$ cat config.mk
export PLATFORM = sky130hd
export DESIGN_NAME = alu_seq
export DESIGN_NICKNAME = d
export VERILOG_FILES = /design/src/rtl/alu_seq.sv
export SDC_FILE = /design/constraint.sdc
export NUM_CORES = 1
export LEC_CHECK = 0
export ABC_AREA = 1
export BUFFER_PORTS_ARGS = -buffer_cell sky130_fd_sc_hd__buf_2
export CAP_MARGIN = 25
export CORE_ASPECT_RATIO = 1.1
export CORE_MARGIN = 1
export CORE_UTILIZATION = 45
export DETAILED_ROUTE_END_ITERATION = 6
export PLACE_DENSITY = 0.69
export SLEW_MARGIN = 20
export SYNTH_ARGS = -nofsm -noshare
export SYNTH_HDL_FRONTEND = slang
export SYNTH_SLANG_ARGS = --single-unit
$ cat constraint.sdc
create_clock -name CLK -period 2.3 [get_ports CLK]
set_input_delay 0.23 -clock CLK [delete_from_list [all_inputs] [get_ports CLK]]
set_output_delay 0.23 -clock CLK [all_outputs]
set_load 0.01 [all_outputs]
$ cat src/rtl/alu_seq.sv
// Clocked WIDTH-bit ALU with valid/ready handshakes on both sides.
// Single-cycle ops finish at accept; shifts and rotates step one bit per cycle.
module alu_seq #(
  parameter int WIDTH = 8,
  parameter int CNT_W = $clog2(WIDTH) + 1
) (
  input  logic             CLK,
  input  logic             RST,
  input  logic             IN_VALID,
  output logic             IN_READY,
  input  logic [WIDTH-1:0] DATA1,
  input  logic [WIDTH-1:0] DATA2,
  input  logic [3:0]       OPCODE,
  output logic             OUT_VALID,
  input  logic             OUT_READY,
  output logic [WIDTH-1:0] DATAOUT,
  output logic [4:0]       FLAGS
);

  localparam int SH_W = $clog2(WIDTH);
  localparam logic [WIDTH-1:0] W_DATA = WIDTH'(WIDTH);

  localparam logic [3:0] OP_ADD = 4'b0000;
  localparam logic [3:0] OP_SUB = 4'b0001;
  localparam logic [3:0] OP_AND = 4'b0010;
  localparam logic [3:0] OP_OR  = 4'b0011;
  localparam logic [3:0] OP_XOR = 4'b0100;
  localparam logic [3:0] OP_NOT = 4'b0101;
  localparam logic [3:0] OP_CMP = 4'b0110;
  localparam logic [3:0] OP_SHL = 4'b0111;
  localparam logic [3:0] OP_SHR = 4'b1000;
  localparam logic [3:0] OP_ROL = 4'b1001;
  localparam logic [3:0] OP_ROR = 4'b1010;

  typedef enum logic [1:0] {
    IDLE  = 2'd0,
    SHIFT = 2'd1,
    DONE  = 2'd2
  } state_t;

  state_t             state_r, state_s;
  logic [3:0]         op_r, op_s;
  logic [WIDTH-1:0]   work_r, work_s;
  logic [CNT_W-1:0]   cnt_r, cnt_s;
  logic [WIDTH-1:0]   dataout_r, dataout_s;
  logic [4:0]         flags_r, flags_s;
  logic               in_ready_r, out_valid_r;

  logic [WIDTH:0]     sum_s, diff_s;
  logic [WIDTH-1:0]   alu_res_s;
  logic [4:0]         alu_flags_s;
  logic               is_shift_s;
  logic [CNT_W-1:0]   shift_cnt_s;
  logic [WIDTH-1:0]   step_s;
  logic               step_cf_s;

  function automatic logic [4:0] pack_flags(input logic gt, input logic ovf,
                                            input logic cf, input logic nf,
                                            input logic zf);
    return {gt, ovf, cf, nf, zf};
  endfunction

  assign sum_s  = {1'b0, DATA1} + {1'b0, DATA2};
  assign diff_s = {1'b0, DATA1} - {1'b0, DATA2};
  assign is_shift_s = (OPCODE >= OP_SHL) && (OPCODE <= OP_ROR);

  // Single-cycle result and flags straight from the operand inputs.
  always_comb begin
    alu_res_s   = {WIDTH{1'b0}};
    alu_flags_s = 5'b00000;
    case (OPCODE)
      OP_ADD: begin
        alu_res_s   = sum_s[WIDTH-1:0];
        alu_flags_s = pack_flags(1'b0,
                                 (DATA1[WIDTH-1] == DATA2[WIDTH-1]) && (sum_s[WIDTH-1] != DATA1[WIDTH-1]),
                                 sum_s[WIDTH], sum_s[WIDTH-1], sum_s[WIDTH-1:0] == {WIDTH{1'b0}});
      end
      OP_SUB: begin
        alu_res_s   = diff_s[WIDTH-1:0];
        alu_flags_s = pack_flags(1'b0,
                                 (DATA1[WIDTH-1] != DATA2[WIDTH-1]) && (diff_s[WIDTH-1] != DATA1[WIDTH-1]),
                                 diff_s[WIDTH], diff_s[WIDTH-1], diff_s[WIDTH-1:0] == {WIDTH{1'b0}});
      end
      OP_AND: begin
        alu_res_s   = DATA1 & DATA2;
        alu_flags_s = pack_flags(1'b0, 1'b0, 1'b0, alu_res_s[WIDTH-1], alu_res_s == {WIDTH{1'b0}});
      end
      OP_OR: begin
        alu_res_s   = DATA1 | DATA2;
        alu_flags_s = pack_flags(1'b0, 1'b0, 1'b0, alu_res_s[WIDTH-1], alu_res_s == {WIDTH{1'b0}});
      end
      OP_XOR: begin
        alu_res_s   = DATA1 ^ DATA2;
        alu_flags_s = pack_flags(1'b0, 1'b0, 1'b0, alu_res_s[WIDTH-1], alu_res_s == {WIDTH{1'b0}});
      end
      OP_NOT: begin
        alu_res_s   = ~DATA1;
        alu_flags_s = pack_flags(1'b0, 1'b0, 1'b0, alu_res_s[WIDTH-1], alu_res_s == {WIDTH{1'b0}});
      end
      OP_CMP: begin
        // CMP only updates flags; the previous result stays on DATAOUT.
        alu_res_s   = dataout_r;
        alu_flags_s = pack_flags(DATA1 > DATA2, 1'b0, diff_s[WIDTH], 1'b0, DATA1 == DATA2);
      end
      default: begin
        alu_res_s   = {WIDTH{1'b0}};
        alu_flags_s = 5'b00000;
      end
    endcase
  end

  // Effective shift count: logical shifts saturate at WIDTH, rotates wrap.
  always_comb begin
    shift_cnt_s = {CNT_W{1'b0}};
    if ((OPCODE == OP_SHL) || (OPCODE == OP_SHR)) begin
      if (DATA2 >= W_DATA) begin
        shift_cnt_s = CNT_W'(WIDTH);
      end else begin
        shift_cnt_s = CNT_W'(DATA2);
      end
    end else begin
      shift_cnt_s = CNT_W'(DATA2[SH_W-1:0]);
    end
  end

  // One-bit step of the working register and the bit that crosses the end.
  always_comb begin
    step_s    = work_r;
    step_cf_s = 1'b0;
    case (op_r)
      OP_SHL: begin
        step_s    = {work_r[WIDTH-2:0], 1'b0};
        step_cf_s = work_r[WIDTH-1];
      end
      OP_SHR: begin
        step_s    = {1'b0, work_r[WIDTH-1:1]};
        step_cf_s = work_r[0];
      end
      OP_ROL: begin
        step_s    = {work_r[WIDTH-2:0], work_r[WIDTH-1]};
        step_cf_s = work_r[WIDTH-1];
      end
      OP_ROR: begin
        step_s    = {work_r[0], work_r[WIDTH-1:1]};
        step_cf_s = work_r[0];
      end
      default: begin
        step_s    = work_r;
        step_cf_s = 1'b0;
      end
    endcase
  end

  // Next-state and next-datapath logic.
  always_comb begin
    state_s   = state_r;
    op_s      = op_r;
    work_s    = work_r;
    cnt_s     = cnt_r;
    dataout_s = dataout_r;
    flags_s   = flags_r;
    case (state_r)
      IDLE: begin
        if (IN_VALID) begin
          op_s = OPCODE;
          if (is_shift_s) begin
            work_s = DATA1;
            cnt_s  = shift_cnt_s;
            if (shift_cnt_s == {CNT_W{1'b0}}) begin
              dataout_s = DATA1;
              flags_s   = pack_flags(1'b0, 1'b0, 1'b0, DATA1[WIDTH-1], DATA1 == {WIDTH{1'b0}});
              state_s   = DONE;
            end else begin
              state_s = SHIFT;
            end
          end else begin
            dataout_s = alu_res_s;
            flags_s   = alu_flags_s;
            state_s   = DONE;
          end
        end else begin
          state_s = IDLE;
        end
      end
      SHIFT: begin
        work_s = step_s;
        cnt_s  = cnt_r - CNT_W'(1);
        if (cnt_r == CNT_W'(1)) begin
          dataout_s = step_s;
          flags_s   = pack_flags(1'b0, 1'b0, step_cf_s, step_s[WIDTH-1], step_s == {WIDTH{1'b0}});
          state_s   = DONE;
        end else begin
          state_s = SHIFT;
        end
      end
      DONE: begin
        if (OUT_READY) begin
          state_s = IDLE;
        end else begin
          state_s = DONE;
        end
      end
      default: begin
        state_s = IDLE;
      end
    endcase
  end

  // State and output registers; reset discards any in-flight operation.
  always_ff @(posedge CLK) begin
    if (RST) begin
      state_r     <= IDLE;
      op_r        <= 4'b0000;
      work_r      <= {WIDTH{1'b0}};
      cnt_r       <= {CNT_W{1'b0}};
      dataout_r   <= {WIDTH{1'b0}};
      flags_r     <= 5'b00000;
      in_ready_r  <= 1'b1;
      out_valid_r <= 1'b0;
    end else begin
      state_r     <= state_s;
      op_r        <= op_s;
      work_r      <= work_s;
      cnt_r       <= cnt_s;
      dataout_r   <= dataout_s;
      flags_r     <= flags_s;
      in_ready_r  <= (state_s == IDLE);
      out_valid_r <= (state_s == DONE);
    end
  end

  assign IN_READY  = in_ready_r;
  assign OUT_VALID = out_valid_r;
  assign DATAOUT   = dataout_r;
  assign FLAGS     = flags_r;

endmodule

### After elaboration in Yosys (flattened, before gate mapping)

Cells that the tools add are included.

| word-level totals | value |
|---|---|
| flip-flop bits (word level) | 33 |
| word-level logic and storage cells | 96 |

| cells by class | value |
|---|---|
| magnitude comparators | 4 |
| add/subtract/negate cells | 3 |
| eq/ne operators | 26 |
| reduce and logical (&&, ||, !) cells | 23 |
| bitwise operators | 4 |
| muxes and demuxes | 28 |

Operator list:

| kind | count |
|---|---|
| logical NOT 8 bit | 8 |
| case mux 8 bit (7 select lines) | 1 |
| 2-to-1 mux 8 bit | 6 |
| case mux 5 bit (7 select lines) | 1 |
| case mux 8 bit (2 select lines) | 2 |
| case mux 8 bit (4 select lines) | 1 |
| equality test 4 x 3 -> 1 bit, second input constant | 5 |
| 2-to-1 mux 5 bit | 4 |
| equality test 4 bit, second input constant | 4 |
| 2-to-1 mux 4 bit | 4 |
| 2-to-1 mux 2 bit | 5 |
| case mux 5 bit (2 select lines) | 1 |
| adder 8 x 8 -> 9 bit | 1 |
| subtractor 8 x 8 -> 9 bit | 1 |
| AND 8 bit | 1 |
| equality test 4 x 1 -> 1 bit, second input constant | 2 |
| equality test 4 x 2 -> 1 bit, second input constant | 2 |
| equality test 8 bit | 1 |
| >= comparator 8 x 4 -> 1 bit, second input constant | 1 |
| greater-than comparator 8 bit | 1 |
| logical NOT 4 bit | 2 |
| inverter 8 bit | 1 |
| OR 8 bit | 1 |
| case mux 4 bit (2 select lines) | 1 |
| other kinds (21) | 31 |

### Logic depth before layout (Yosys ltp)

Gate-level depths: netlist of run 1.

| depth | value |
|---|---|
| word-level depth | 9 |
| gate-level depth with buffers | 14 |
| mapped depth without buffers | 14 |

### Least setup slack after synthesis of run 1

Ideal clock, no wire load.

| path | value |
|---|---|
| kind | input -> register |
| from | input DATA1[0] |
| to | register flags_r[0], in the netlist FLAGS[0] |
| setup slack | 519 ps |
| arrival | 1662 ps |
| setup time | 119 ps |
| data required time | 2181 ps |
| cell stages on the path | 13 |
| path through | inv_1 > ha_1 > fa_1 > o21ai_0 > nand3b_1 > nand2_1 > nand2_1 > nand2_1 > nor2_1 > nand2_1 > nand3_1 > nand2_1 > a21oi_1 |

| between the ends | value |
|---|---|
| word-level cells in the longest chain between the ends | 6 |
| elaborated cells on any way between the ends | 19 |

Ends and longest elaborated chain:

| what | RTL line | RTL |
|---|---|---|
| start: declaration | 11 | `input logic [WIDTH-1:0] DATA1,` |
| subtractor 8 x 8 -> 9 bit, or another cell as far along | 64 | `assign diff_s = {1'b0, DATA1} - {1'b0, DATA2};` |
| logical NOT 8 bit, or another cell as far along | 82 | `diff_s[WIDTH], diff_s[WIDTH-1], diff_s[WIDTH-1:0] == {WIDTH{1'b0}});` |
| case mux 5 bit (7 select lines) | 71 | `case (OPCODE)` |
| 2-to-1 mux 5 bit (*) | 166 | `if (is_shift_s) begin` |
| 2-to-1 mux 5 bit (*) | 164 | `if (IN_VALID) begin` |
| case mux 5 bit (2 select lines) (*) | 162 | `case (state_r)` |
| end signal: assignment | 226 | `flags_r <= flags_s;` |
| end: declaration | 46 | `logic [4:0] flags_r, flags_s;` |

Every way passes the cells marked *; elsewhere a longest branch is shown, timed or not. The select of a mux whose other input is x is not followed.
A chain may end at the register's enable or synchronous reset.

### Worst setup path in the final report of run 1

| path | value |
|---|---|
| from | input DATA1[0] |
| to | register dataout_r[6], in the netlist DATAOUT[6] |

| between the ends | value |
|---|---|
| word-level cells in the longest chain between the ends | 5 |
| elaborated cells on any way between the ends | 6 |

Ends and longest elaborated chain:

| what | RTL line | RTL |
|---|---|---|
| subtractor 8 x 8 -> 9 bit / adder 8 x 8 -> 9 bit (equally long branches) | 64, 63 |  |
| case mux 8 bit (7 select lines) (*) | 71 |  |
| 2-to-1 mux 8 bit (*) | 166 |  |
| 2-to-1 mux 8 bit (*) | 164 |  |
| case mux 8 bit (2 select lines) (*) | 162 |  |
| end signal: assignment | 216 | `dataout_r <= {WIDTH{1'b0}};` |
| end signal: assignment | 225 | `dataout_r <= dataout_s;` |
| end: declaration | 45 | `logic [WIDTH-1:0] dataout_r, dataout_s;` |

Marked as above.

==> impl_metrics.sql, run 1 <==
INSERT INTO impl_metrics (metric_group, metric, value, unit) VALUES
('min_path', 'whs_path_depth', '3', ''),
('yosys', 'syn-num-nets', '615', ''),
('setup_path', 'crit_chain', 'buf_2, inv_1, ha_1, fa_1, o21ai_0, nand3b_1, nand2_1, nand2_1, nand2_1, nand2_1, o2111ai_1, nand2_1, a21oi_1', ''),
('placed_design', 'place_congestion', '1.02', ''),
('floorplanning', 'dieHeight', '93.6', 'um'),
('min_path', 'hold_path_startpoint', 'DATA2[0]', ''),
('setup_path', 'largest_fanout_on_the_critical_path', '5', ''),
('timing', 'max-slew-margin-rel', '0.559', ''),
('grt', 'grt_pass1_wl', '18100', 'um'),
('run', 'cap_viol_max_count', '0', ''),
('finish', 'finish.cell_count_without_fillers', '700', ''),
('floorplanning', 'io_pins', '39', ''),
('finish', 'post_route_cells_drive_above_1_share', '0.139', ''),
('grt', 'grt_use_total', '0.290', ''),
('timing', 'totalNegativeSetupSlack', '0', 'ns'),
('floorplanning', 'die_area', '7980', 'um2'),
('setup_path', 'nature_of_the_critical_path_endpoint', 'register', ''),
('clock_network', 'clock_sinks', '33', ''),
('power_and_ir_drop', 'leakage', '1.94', 'nW'),
('yosys', 'synthesis.area_per_instance', '6.10', 'um2'),
('setup_path', 'timing.critical_path.slowest_cell_delay', '0.40', 'ns'),
('setup_path', 'crit-reg2reg-capture', 'DATAOUT[3]', ''),
('floorplanning', 'start_util', '0.462', ''),
('timing', 'final-max-slew-violation-count', '0', ''),
('placed_design', 'port_buffers', '38', ''),
('placed_design', 'pre_cts_slack', '0.0740', 'ns'),
('timing', 'worstMarginPinSlew', '0.661', 'ns'),
('floorplanning', 'core_area', '7430', 'um2'),
('routing', 'via_per_inst', '5.63', ''),
('yosys', 'synth-seq-area-share', '0.192', ''),
('setup_path', 'reg2reg_depth', '11', ''),
('clock_network', 'ctsResizeCount', '0', ''),
('floorplanning', 'die_width', '85.3', 'um'),
('finish', 'filler_cell_count', '806', ''),
('routing', 'routed_vias', '3943', ''),
('setup_path', 'critical_path.n_buffers_inverters', '2', ''),
('clock_network', 'cts_tree', 'yes', ''),
('finish', 'finish.net_count', '665', ''),
('setup_path', 'crit_path_frequent_cell', 'sky130_fd_sc_hd__nand2_1', ''),
('placed_design', 'dp_hpwl', '9190', 'um'),
('timing', 'fin_worst_hold_slack', '0.272', 'ns'),
('timing', 'setup_viol', '0', ''),
('routing', 'drt-total-wl', '11300', 'um'),
('grt', 'global_route.overflow_total', '0', ''),
('timing', 'timing.final.hold_violations', '0', ''),
('yosys', 'synth_enable_flop_cells', '0', ''),
('placed_design', 'place.detailed.instances', '693', ''),
('timing', 'maxClockFrequency', '0.511', 'GHz'),
('grt', 'grt_max_degree', '24', ''),
('status', 'status', 'finished clean', ''),
('min_path', 'hold_path.class', 'in2reg', ''),
('setup_path', 'critPathTopFamily', 'adder cells', ''),
('yosys', 'yosysUniqueCellTypes', '39', ''),
('routing', 'final_antenna_net_count', '0', ''),
('finish', 'num_antenna_cells', '0', ''),
('power_and_ir_drop', 'worst_ir_drop_vdd', '193', 'uV'),
('timing', 'rsz0062_at_grt', 'false', ''),
('clock_network', 'clock_root_cell', 'sky130_fd_sc_hd__clkbuf_8', ''),
('setup_path', 'cp_data_required_time', '2.52', 'ns'),
('yosys', 'asyncSetResetFlopFracSynth', '0', ''),
('yosys', 'postSynthRegisterBits', '33', ''),
('finish', 'area.growth.synth_to_final', '12.9', '%'),
('timing', 'min_clock_period_post_route', '1.96', 'ns'),
('grt', 'first_global_vias', '3669', ''),
('yosys', 'synth.cell_area', '3430', 'um2'),
('floorplanning', 'placementRows', '33', ''),
('clock_network', 'post_cts.repair.setup_buffers', '0', ''),
('setup_path', 'critPathKind', 'in2reg', ''),
('clock_network', 'clkLatencyLatePin', '0.29', 'ns'),
('routing', 'drcViolationCount', '0', ''),
('timing', 'post-route-period-util', '0.851', '');
## synthesized netlist by cell type, drive strengths merged (6+ instances only)
| cell | instances | share of area |
|---|---|---|
| nor3 | 9 | 0.013 |
| inv | 74 | 0.081 |
| buf | 7 | 0.014 |
| nand4 | 12 | 0.026 |
| nand3 | 61 | 0.10 |
| nor2 | 75 | 0.094 |
| dfxtp | 33 | 0.19 |
| o22ai | 11 | 0.020 |
| o211ai | 6 | 0.013 |
| ha | 26 | 0.095 |
| a21oi | 33 | 0.048 |
| nand2 | 144 | 0.16 |
| o21ai | 39 | 0.061 |
## stage by stage
step	util	area [um2]
2_1_floorplan	-	3430
3_3_place_gp	0.510	3790
3_5_place_dp	0.510	3790
4_1_cts	0.522	3880
5_1_grt	0.522	3880
6_report	0.522	3880
## report_power, final
| group | total, mW | internal (mW) | switching [mW] |
|---|---|---|---|
| clock | 0.448 | 0.237 | 0.211 |
| sequential | 0.677 | 0.629 | 0.0476 |
| combinational | 0.735 | 0.250 | 0.485 |
| total | 1.86 | 1.12 | 0.743 |
## worst max-delay path by stage
stage	to	slack, ns	cells past startpoint	from
3_3_place_gp	DATAOUT[6]	0.13	13	DATA1[0]
3_5_place_dp	DATAOUT[6]	0.07	13	DATA1[0]
5_1_grt	DATAOUT[6]	0.16	13	DATA1[0]
6_report	DATAOUT[6]	0.34	13	DATA1[0]
2_1_floorplan	FLAGS[0]	0.52	13	DATA1[0]
4_1_cts	DATAOUT[6]	0.36	13	DATA1[0]
## flip-flops by register name, indices dropped and copies added, names as in the netlist
signal     flops
state_r        2
FLAGS          5
OUT_VALID      1
DATAOUT        8
op_r           4
work_r         8
cnt_r          4
IN_READY       1
## cell families after synthesis
kind of cell | Yosys count | share of synthesized area
buf+inv | 86 | 0.100
xor+xnor | 3 | 0.00765
flops | 33 | 0.192
simple gates | 307 | 0.409
compound gates | 106 | 0.184
fa+ha+maj | 28 | 0.106
## cells in the final DEF, fill, tap and decap left out, drive strengths merged, types with 3 or more instances in the layout
cell    instances
inv            74
nand4          12
buf            54
nor2           75
o31ai           3
a21oi          33
o21ai          39
o211ai          6
xor2            3
ha             26
nand2         144
o22ai          11
clkbuf          7
a31oi           4
nor3            9
nor4            3
nand3          61
dfxtp          33
## cell type report
type,instances,area [um2],area share
clock buffers,7,86.3,0.0223
inverters,75,282,0.0726
multi-input cells,444,2430,0.627
flip-flops and latches,33,661,0.170
well taps,87,109,0.0281
repair buffers,54,310,0.0801
## metal layers
metal | vias to the layer above | share of wire | global-route usage
li1 | 1971 | - | -
met1 | 1779 | 0.42 | 0.356
met2 | 166 | 0.50 | 0.521
met3 | 27 | 0.051 | 0.0203
met4 | 0 | 0.032 | 0.121
met5 | - | 0 | 0
## tightest hold or removal path, stage by stage
cell                       delay, ns
sky130_fd_sc_hd__buf_2          0.13
sky130_fd_sc_hd__a221oi_2       0.08
sky130_fd_sc_hd__nor2_1         0.08
No activity file was read; power rests on OpenSTA's default activity.
==> run 2: changes to the inputs <==
--- a/config.mk
+++ b/config.mk
@@ -12,6 +12,7 @@
 export CORE_MARGIN = 1
 export CORE_UTILIZATION = 45
 export DETAILED_ROUTE_END_ITERATION = 6
+export MAX_ROUTING_LAYER = met4
 export PLACE_DENSITY = 0.69
 export SLEW_MARGIN = 20
 export SYNTH_ARGS = -nofsm -noshare
==> impl_metrics.sql, run 2 (synthesized netlist as in run 1, its figures left out) <==
INSERT INTO impl_metrics (metric_group, metric, value, unit) VALUES
('floorplanning', 'core_area', '7430', 'um2'),
('power_and_ir_drop', 'power_per_cell_area', '482', 'nW/um2'),
('setup_path', 'critical_path_arrival', '2.28', 'ns'),
('power_and_ir_drop', 'switching_share', '0.401', ''),
('grt', 'global_route.overflow_total', '0', ''),
('floorplanning', 'placementRows', '33', ''),
('grt', 'grt_antenna_before_repair', '0', ''),
('routing', 'routed_vias', '4009', ''),
('status', 'status', 'finished clean', ''),
('routing', 'final_antenna_net_count', '0', ''),
('power_and_ir_drop', 'share_comb_of_total_power', '0.397', ''),
('timing', 'post-route-period-util', '0.901', ''),
('routing', 'dr.pass1.iters', '5', ''),
('finish', 'layout.cells.most_common_list', '139 x sky130_fd_sc_hd__nand2_1, 69 x sky130_fd_sc_hd__inv_1, 68 x sky130_fd_sc_hd__nor2_1', ''),
('power_and_ir_drop', 'share_clk_of_total_power', '0.241', ''),
('finish', 'most_common_cell_after_layout_fill_and_taps_aside', 'sky130_fd_sc_hd__nand2_1', ''),
('setup_path', 'largest_fanout_on_the_critical_path', '5', ''),
('finish', 'area.growth.synth_to_final', '12.7', '%'),
('routing', 'drcViolationCount', '0', ''),
('timing', 'setup_viol', '0', ''),
('timing', 'maxClockFrequency', '0.483', 'GHz'),
('timing', 'worstMarginPinSlew', '0.664', 'ns'),
('clock_network', 'cts_tree', 'yes', ''),
('routing', 'drt-total-wl', '11300', 'um'),
('setup_path', 'nature_of_the_critical_path_endpoint', 'register', ''),
('timing', 'rsz0062_at_grt', 'false', ''),
('finish', 'finish.net_count', '664', ''),
('power_and_ir_drop', 'p_seq_frac', '0.362', ''),
('setup_path', 'cp_data_required_time', '2.51', 'ns'),
('clock_network', 'clkLatencyLatePin', '0.29', 'ns'),
('clock_network', 'clock_sinks', '33', ''),
('setup_path', 'crit_path_frequent_cell', 'sky130_fd_sc_hd__nand2_1', ''),
('placed_design', 'port_buffers', '38', ''),
('clock_network', 'max-clock-path-buffers', '2', ''),
('timing', 'final_critical_path_setup_slack', '0.228', 'ns'),
('grt', 'grt_pass1_wl', '18100', 'um'),
('grt', 'grt_use_total', '0.297', ''),
('timing', 'final-max-slew-violation-count', '0', ''),
('timing', 'min_clock_period_post_route', '2.07', 'ns'),
('setup_path', 'critPathKind', 'in2reg', ''),
('placed_design', 'place_congestion', '1.01', ''),
('placed_design', 'dp_hpwl', '9080', 'um'),
('timing', 'max-slew-margin-rel', '0.557', ''),
('routing', 'initial_drt_markers', '328', ''),
('clock_network', 'ctsResizeCount', '0', ''),
('timing', 'timing.final.hold_violations', '0', ''),
('power_and_ir_drop', 'internal_power', '1.12', 'mW'),
('setup_path', 'critical_path.startpoint_type', 'input port', ''),
('clock_network', 'clock_root_cell', 'sky130_fd_sc_hd__clkbuf_8', ''),
('run', 'cap_viol_max_count', '0', ''),
('finish', 'num_antenna_cells', '0', ''),
('timing', 'timing.clock.skew', '0.0126', 'ns'),
('power_and_ir_drop', 'total_switching_power', '747', 'uW'),
('setup_path', 'critPathSlowestCell', 'sky130_fd_sc_hd__fa_1', ''),
('clock_network', 'cts-buffers-inserted', '5', ''),
('routing', 'via_per_inst', '5.74', ''),
('floorplanning', 'dieHeight', '93.6', 'um'),
('clock_network', 'cts.hold.buffers_added', '0', ''),
('floorplanning', 'start_util', '0.462', ''),
('floorplanning', 'die_area', '7980', 'um2'),
('floorplanning', 'io_pins', '39', ''),
('setup_path', 'crit_chain', 'buf_2, inv_1, ha_1, fa_1, o21ai_0, nand3b_1, nand2_1, nand2_1, nand2_1, nand2_1, o2111ai_1, nand2_1, a21oi_1', ''),
('timing', 'totalNegativeSetupSlack', '0', 'ns'),
('clock_network', 'post_cts.repair.setup_buffers', '0', ''),
('finish', 'post_route_cells_drive_above_1_share', '0.137', ''),
('power_and_ir_drop', 'leakage', '1.93', 'nW'),
('power_and_ir_drop', 'worst_ir_drop_vdd', '200', 'uV'),
('grt', 'first_global_vias', '3811', ''),
('clock_network', 'clk_transition_reported_paths', '0.07', 'ns'),
('clock_network', 'ctsHtreeMaxLevel', '2', ''),
('floorplanning', 'die_width', '85.3', 'um'),
('routing', 'wl_per_cell', '16.1', 'um'),
('min_path', 'hold_path.class', 'in2reg', ''),
('setup_path', 'timing.critical_path.slowest_cell_delay', '0.41', 'ns'),
('grt', 'grt_max_degree', '24', ''),
('placed_design', 'pre_cts_slack', '0.00297', 'ns');
==> run 2: cell count changes in the layout (fill, tap and decap cells not counted) <==
| cell | change |
|---|---|
| sky130_fd_sc_hd__buf_4 | -1 |
==> run 2: critical path: cells and delay by family <==
family                     cells  cell delay [ns]
AOI/OAI and AO/OA              3             0.61
adders and majority gates      2             0.64
buffers and inverters          2             0.22
and+or+nand+nor                6             0.57
==> run 2: final timing paths <==
| check | start | to | slack, ns | depth (start not counted) |
|---|---|---|---|---|
| worst max-delay path | DATA1[0] | DATAOUT[6] | 0.23 | 13 |
| worst min-delay path | DATA2[0] | cnt_r[0] | 0.25 | 3 |
| worst max register to register | op_r[2] | DATAOUT[3] | 0.42 | 11 |
| worst min register to register | op_r[2] | op_r[2] | 0.47 | 2 |
==> run 2: final cells by class <==
class / count / area [um2]
Sequential cell: 33 / 661
Tap cell: 87 / 109
Fill cell: 802 / 3560
Timing Repair Buffer: 53 / 303
Clock buffer: 7 / 86.3
Inverter: 75 / 282
Multi-Input combinational cell: 444 / 2430
==> run 2: per-layer routing <==
layer	track usage	routed length, um	vias up
met4	0.153	509	0
met2	0.531	5510	159
met5	-	0	-
li1	-	-	1963
met3	0.0221	526	32
met1	0.334	4710	1855
==> run 2: power groups by stage <==
stage / Combinational [mW] / Sequential [mW] / Clock, mW
4_1_cts: 0.730 / 0.675 / 0.450
3_3_place_gp: 0.721 / 0.686 / 0
2_1_floorplan: 0.484 / 0.690 / 0
6_report: 0.740 / 0.675 / 0.449
5_1_grt: 0.824 / 0.682 / 0.473
3_5_place_dp: 0.726 / 0.687 / 0
==> run 2: through the flow <==
stage,area (um2),util,instances,hold WS (ns),total power [mW]
3_5_place_dp,3780,0.509,692,0.467,1.41
4_1_cts,3870,0.521,699,0.248,1.85
5_1_grt,3870,0.521,699,0.272,1.98
2_1_floorplan,3430,-,563,0.369,1.17
6_report,3870,0.521,699,0.247,1.86
3_3_place_gp,3780,0.509,692,0.457,1.41
==> run 3: changes to the inputs <==
--- a/config.mk
+++ b/config.mk
@@ -13,7 +13,6 @@
 export CORE_UTILIZATION = 45
 export DETAILED_ROUTE_END_ITERATION = 6
 export MAX_ROUTING_LAYER = met4
-export PLACE_DENSITY = 0.69
 export SLEW_MARGIN = 20
 export SYNTH_ARGS = -nofsm -noshare
 export SYNTH_HDL_FRONTEND = slang
==> impl_metrics.sql, run 3 (synthesized netlist as in run 1, its figures left out) <==
INSERT INTO impl_metrics (metric_group, metric, value, unit) VALUES
('grt', 'global_route.overflow_total', '0', ''),
('setup_path', 'timing.critical_path.slowest_cell_delay', '0.41', 'ns'),
('routing', 'initial_drt_markers', '236', ''),
('timing', 'final_critical_path_setup_slack', '0.331', 'ns'),
('clock_network', 'post_cts.repair.setup_buffers', '0', ''),
('power_and_ir_drop', 'power_per_cell_area', '509', 'nW/um2'),
('routing', 'final_antenna_net_count', '0', ''),
('timing', 'timing.final.hold_violations', '0', ''),
('timing', 'worstMarginPinSlew', '0.638', 'ns'),
('min_path', 'hold_path_startpoint', 'DATA2[2]', ''),
('finish', 'finish.net_count', '664', ''),
('setup_path', 'nature_of_the_critical_path_endpoint', 'register', ''),
('power_and_ir_drop', 'switching_share', '0.381', ''),
('floorplanning', 'die_area', '7980', 'um2'),
('timing', 'max-slew-margin-rel', '0.574', ''),
('setup_path', 'crit_chain', 'buf_2, inv_1, ha_1, fa_1, o21ai_0, nand3b_1, nand2_1, nand2_1, nand2_1, nand2_1, o2111ai_1, nand2_1, a21oi_1', ''),
('min_path', 'hold_path.class', 'in2reg', ''),
('power_and_ir_drop', 'worst_ir_drop_vdd', '221', 'uV'),
('placed_design', 'dp_hpwl', '9360', 'um'),
('routing', 'via_per_inst', '5.67', ''),
('routing', 'drcViolationCount', '0', ''),
('finish', 'num_antenna_cells', '0', ''),
('clock_network', 'cts_tree', 'yes', ''),
('timing', 'totalNegativeSetupSlack', '0', 'ns'),
('clock_network', 'clock_sinks', '33', ''),
('min_path', 'worstHoldEndpoint', 'cnt_r[2]', ''),
('clock_network', 'clk_transition_reported_paths', '0.07', 'ns'),
('placed_design', 'detailed_place.area', '3780', 'um2'),
('power_and_ir_drop', 'share_clk_of_total_power', '0.289', ''),
('grt', 'grt_antenna_before_repair', '0', ''),
('finish', 'fin_area', '3900', 'um2'),
('clock_network', 'ctsResizeCount', '0', ''),
('setup_path', 'critical_path.startpoint_type', 'input port', ''),
('floorplanning', 'start_util', '0.462', ''),
('placed_design', 'place_congestion', '0.999', ''),
('placed_design', 'pre_cts_slack', '0.0596', 'ns'),
('power_and_ir_drop', 'total_switching_power', '756', 'uW'),
('timing', 'final-max-slew-violation-count', '0', ''),
('setup_path', 'crit-reg2reg-capture', 'FLAGS[2]', ''),
('finish', 'layout.area.seq', '661', 'um2'),
('setup_path', 'critical_path_arrival', '2.19', 'ns'),
('grt', 'grt_use_total', '0.307', ''),
('power_and_ir_drop', 'share_comb_of_total_power', '0.372', ''),
('setup_path', 'critPathSlowestCell', 'sky130_fd_sc_hd__fa_1', ''),
('setup_path', 'critPathKind', 'in2reg', ''),
('timing', 'maxClockFrequency', '0.508', 'GHz'),
('power_and_ir_drop', 'post-layout-total-power', '1.99', 'mW'),
('clock_network', 'clock_root_cell', 'sky130_fd_sc_hd__clkbuf_8', ''),
('finish', 'layout.cells.most_common_list', '139 x sky130_fd_sc_hd__nand2_1, 69 x sky130_fd_sc_hd__inv_1, 68 x sky130_fd_sc_hd__nor2_1', ''),
('setup_path', 'worst_r2r_startpoint', 'state_r[0]', ''),
('timing', 'fin_worst_hold_slack', '0.238', 'ns'),
('clock_network', 'max-clock-path-buffers', '2', ''),
('routing', 'routed_vias', '3971', ''),
('setup_path', 'reg2reg_slack', '0.41', 'ns'),
('power_and_ir_drop', 'internal_power', '1.23', 'mW'),
('floorplanning', 'dieHeight', '93.6', 'um'),
('min_path', 'whs_path_depth', '3', ''),
('timing', 'timing.clock.skew', '0.00667', 'ns'),
('finish', 'multi_input_area', '2430', 'um2'),
('run', 'cap_viol_max_count', '0', ''),
('timing', 'setup_viol', '0', ''),
('clock_network', 'cts.hold.buffers_added', '0', ''),
('floorplanning', 'core_area', '7430', 'um2'),
('status', 'status', 'finished clean', ''),
('finish', 'filler_cell_count', '796', ''),
('setup_path', 'reg2reg_depth', '9', ''),
('finish', 'post_route_cells_drive_above_1_share', '0.139', ''),
('finish', 'most_common_cell_after_layout_fill_and_taps_aside', 'sky130_fd_sc_hd__nand2_1', ''),
('setup_path', 'cp_data_required_time', '2.52', 'ns'),
('placed_design', 'port_buffers', '38', ''),
('floorplanning', 'placementRows', '33', ''),
('timing', 'min_clock_period_post_route', '1.97', 'ns'),
('finish', 'area.growth.synth_to_final', '13.6', '%'),
('power_and_ir_drop', 'leakage', '1.94', 'nW'),
('setup_path', 'crit_path_frequent_cell', 'sky130_fd_sc_hd__nand2_1', ''),
('grt', 'grt_max_degree', '24', ''),
('grt', 'first_global_vias', '3800', ''),
('routing', 'dr.pass1.iters', '5', ''),
('floorplanning', 'die_width', '85.3', 'um'),
('timing', 'post-route-period-util', '0.856', ''),
('timing', 'rsz0062_at_grt', 'false', ''),
('floorplanning', 'io_pins', '39', ''),
('grt', 'grt_pass1_wl', '18500', 'um'),
('power_and_ir_drop', 'p_seq_frac', '0.339', ''),
('routing', 'wl_per_cell', '16.4', 'um'),
('clock_network', 'ctsHtreeMaxLevel', '2', ''),
('setup_path', 'largest_fanout_on_the_critical_path', '5', ''),
('clock_network', 'cts-buffers-inserted', '5', ''),
('clock_network', 'clkLatencyLatePin', '0.29', 'ns'),
('routing', 'drt-total-wl', '11500', 'um');
## run 3: worst max-delay path: cells and delay by family
| family | cells | cell delay [ns] |
|---|---|---|
| adders and majority gates | 2 | 0.63 |
| buffers and inverters | 2 | 0.21 |
| AOI/OAI and AO/OA | 3 | 0.55 |
| and+or+nand+nor | 6 | 0.56 |
## run 3: through the flow
stage / util / std cells
5_1_grt: 0.525 / 700
3_3_place_gp: 0.509 / 692
4_1_cts: 0.525 / 700
6_report: 0.525 / 700
3_5_place_dp: 0.509 / 692
2_1_floorplan: - / 563
## run 3: worst max path at each step
stage / startpoint / endpoint / slack [ns] / cells after the start
CTS: DATA1[0] / DATAOUT[4] / 0.38 / 10
global route: DATA1[0] / DATAOUT[6] / 0.15 / 13
detailed placement: DATA1[0] / DATAOUT[4] / 0.06 / 10
floorplan: DATA1[0] / FLAGS[0] / 0.52 / 13
finish: DATA1[0] / DATAOUT[6] / 0.33 / 13
global placement: DATA1[0] / FLAGS[0] / 0.11 / 14
## run 3: metal layers
metal  up-vias  wire length [um]  track usage  part of all wire
met3        33               539       0.0353             0.047
met5         -                 0            -                 0
met1      1836              4800        0.339              0.42
met2       135              5650        0.542              0.49
met4         0               520        0.164             0.045
li1       1967                 -            -                 -
## run 3: area by class of cell
type	instances	share of cell area
sequential	33	0.169
inverter	75	0.0722
tap	87	0.0279
timing repair buffer	53	0.0777
clock buffer	7	0.0221
multi-input combinational	444	0.623
clock inverter	1	0.00770
## run 3: power groups by stage
stage	clock network (mW)	logic, mW	registers (mW)
after global placement	0	0.725	0.685
after detailed placement	0	0.725	0.686
after floorplan	0	0.484	0.690
final	0.574	0.739	0.674
after global routing	0.608	0.823	0.681
after CTS	0.580	0.728	0.673
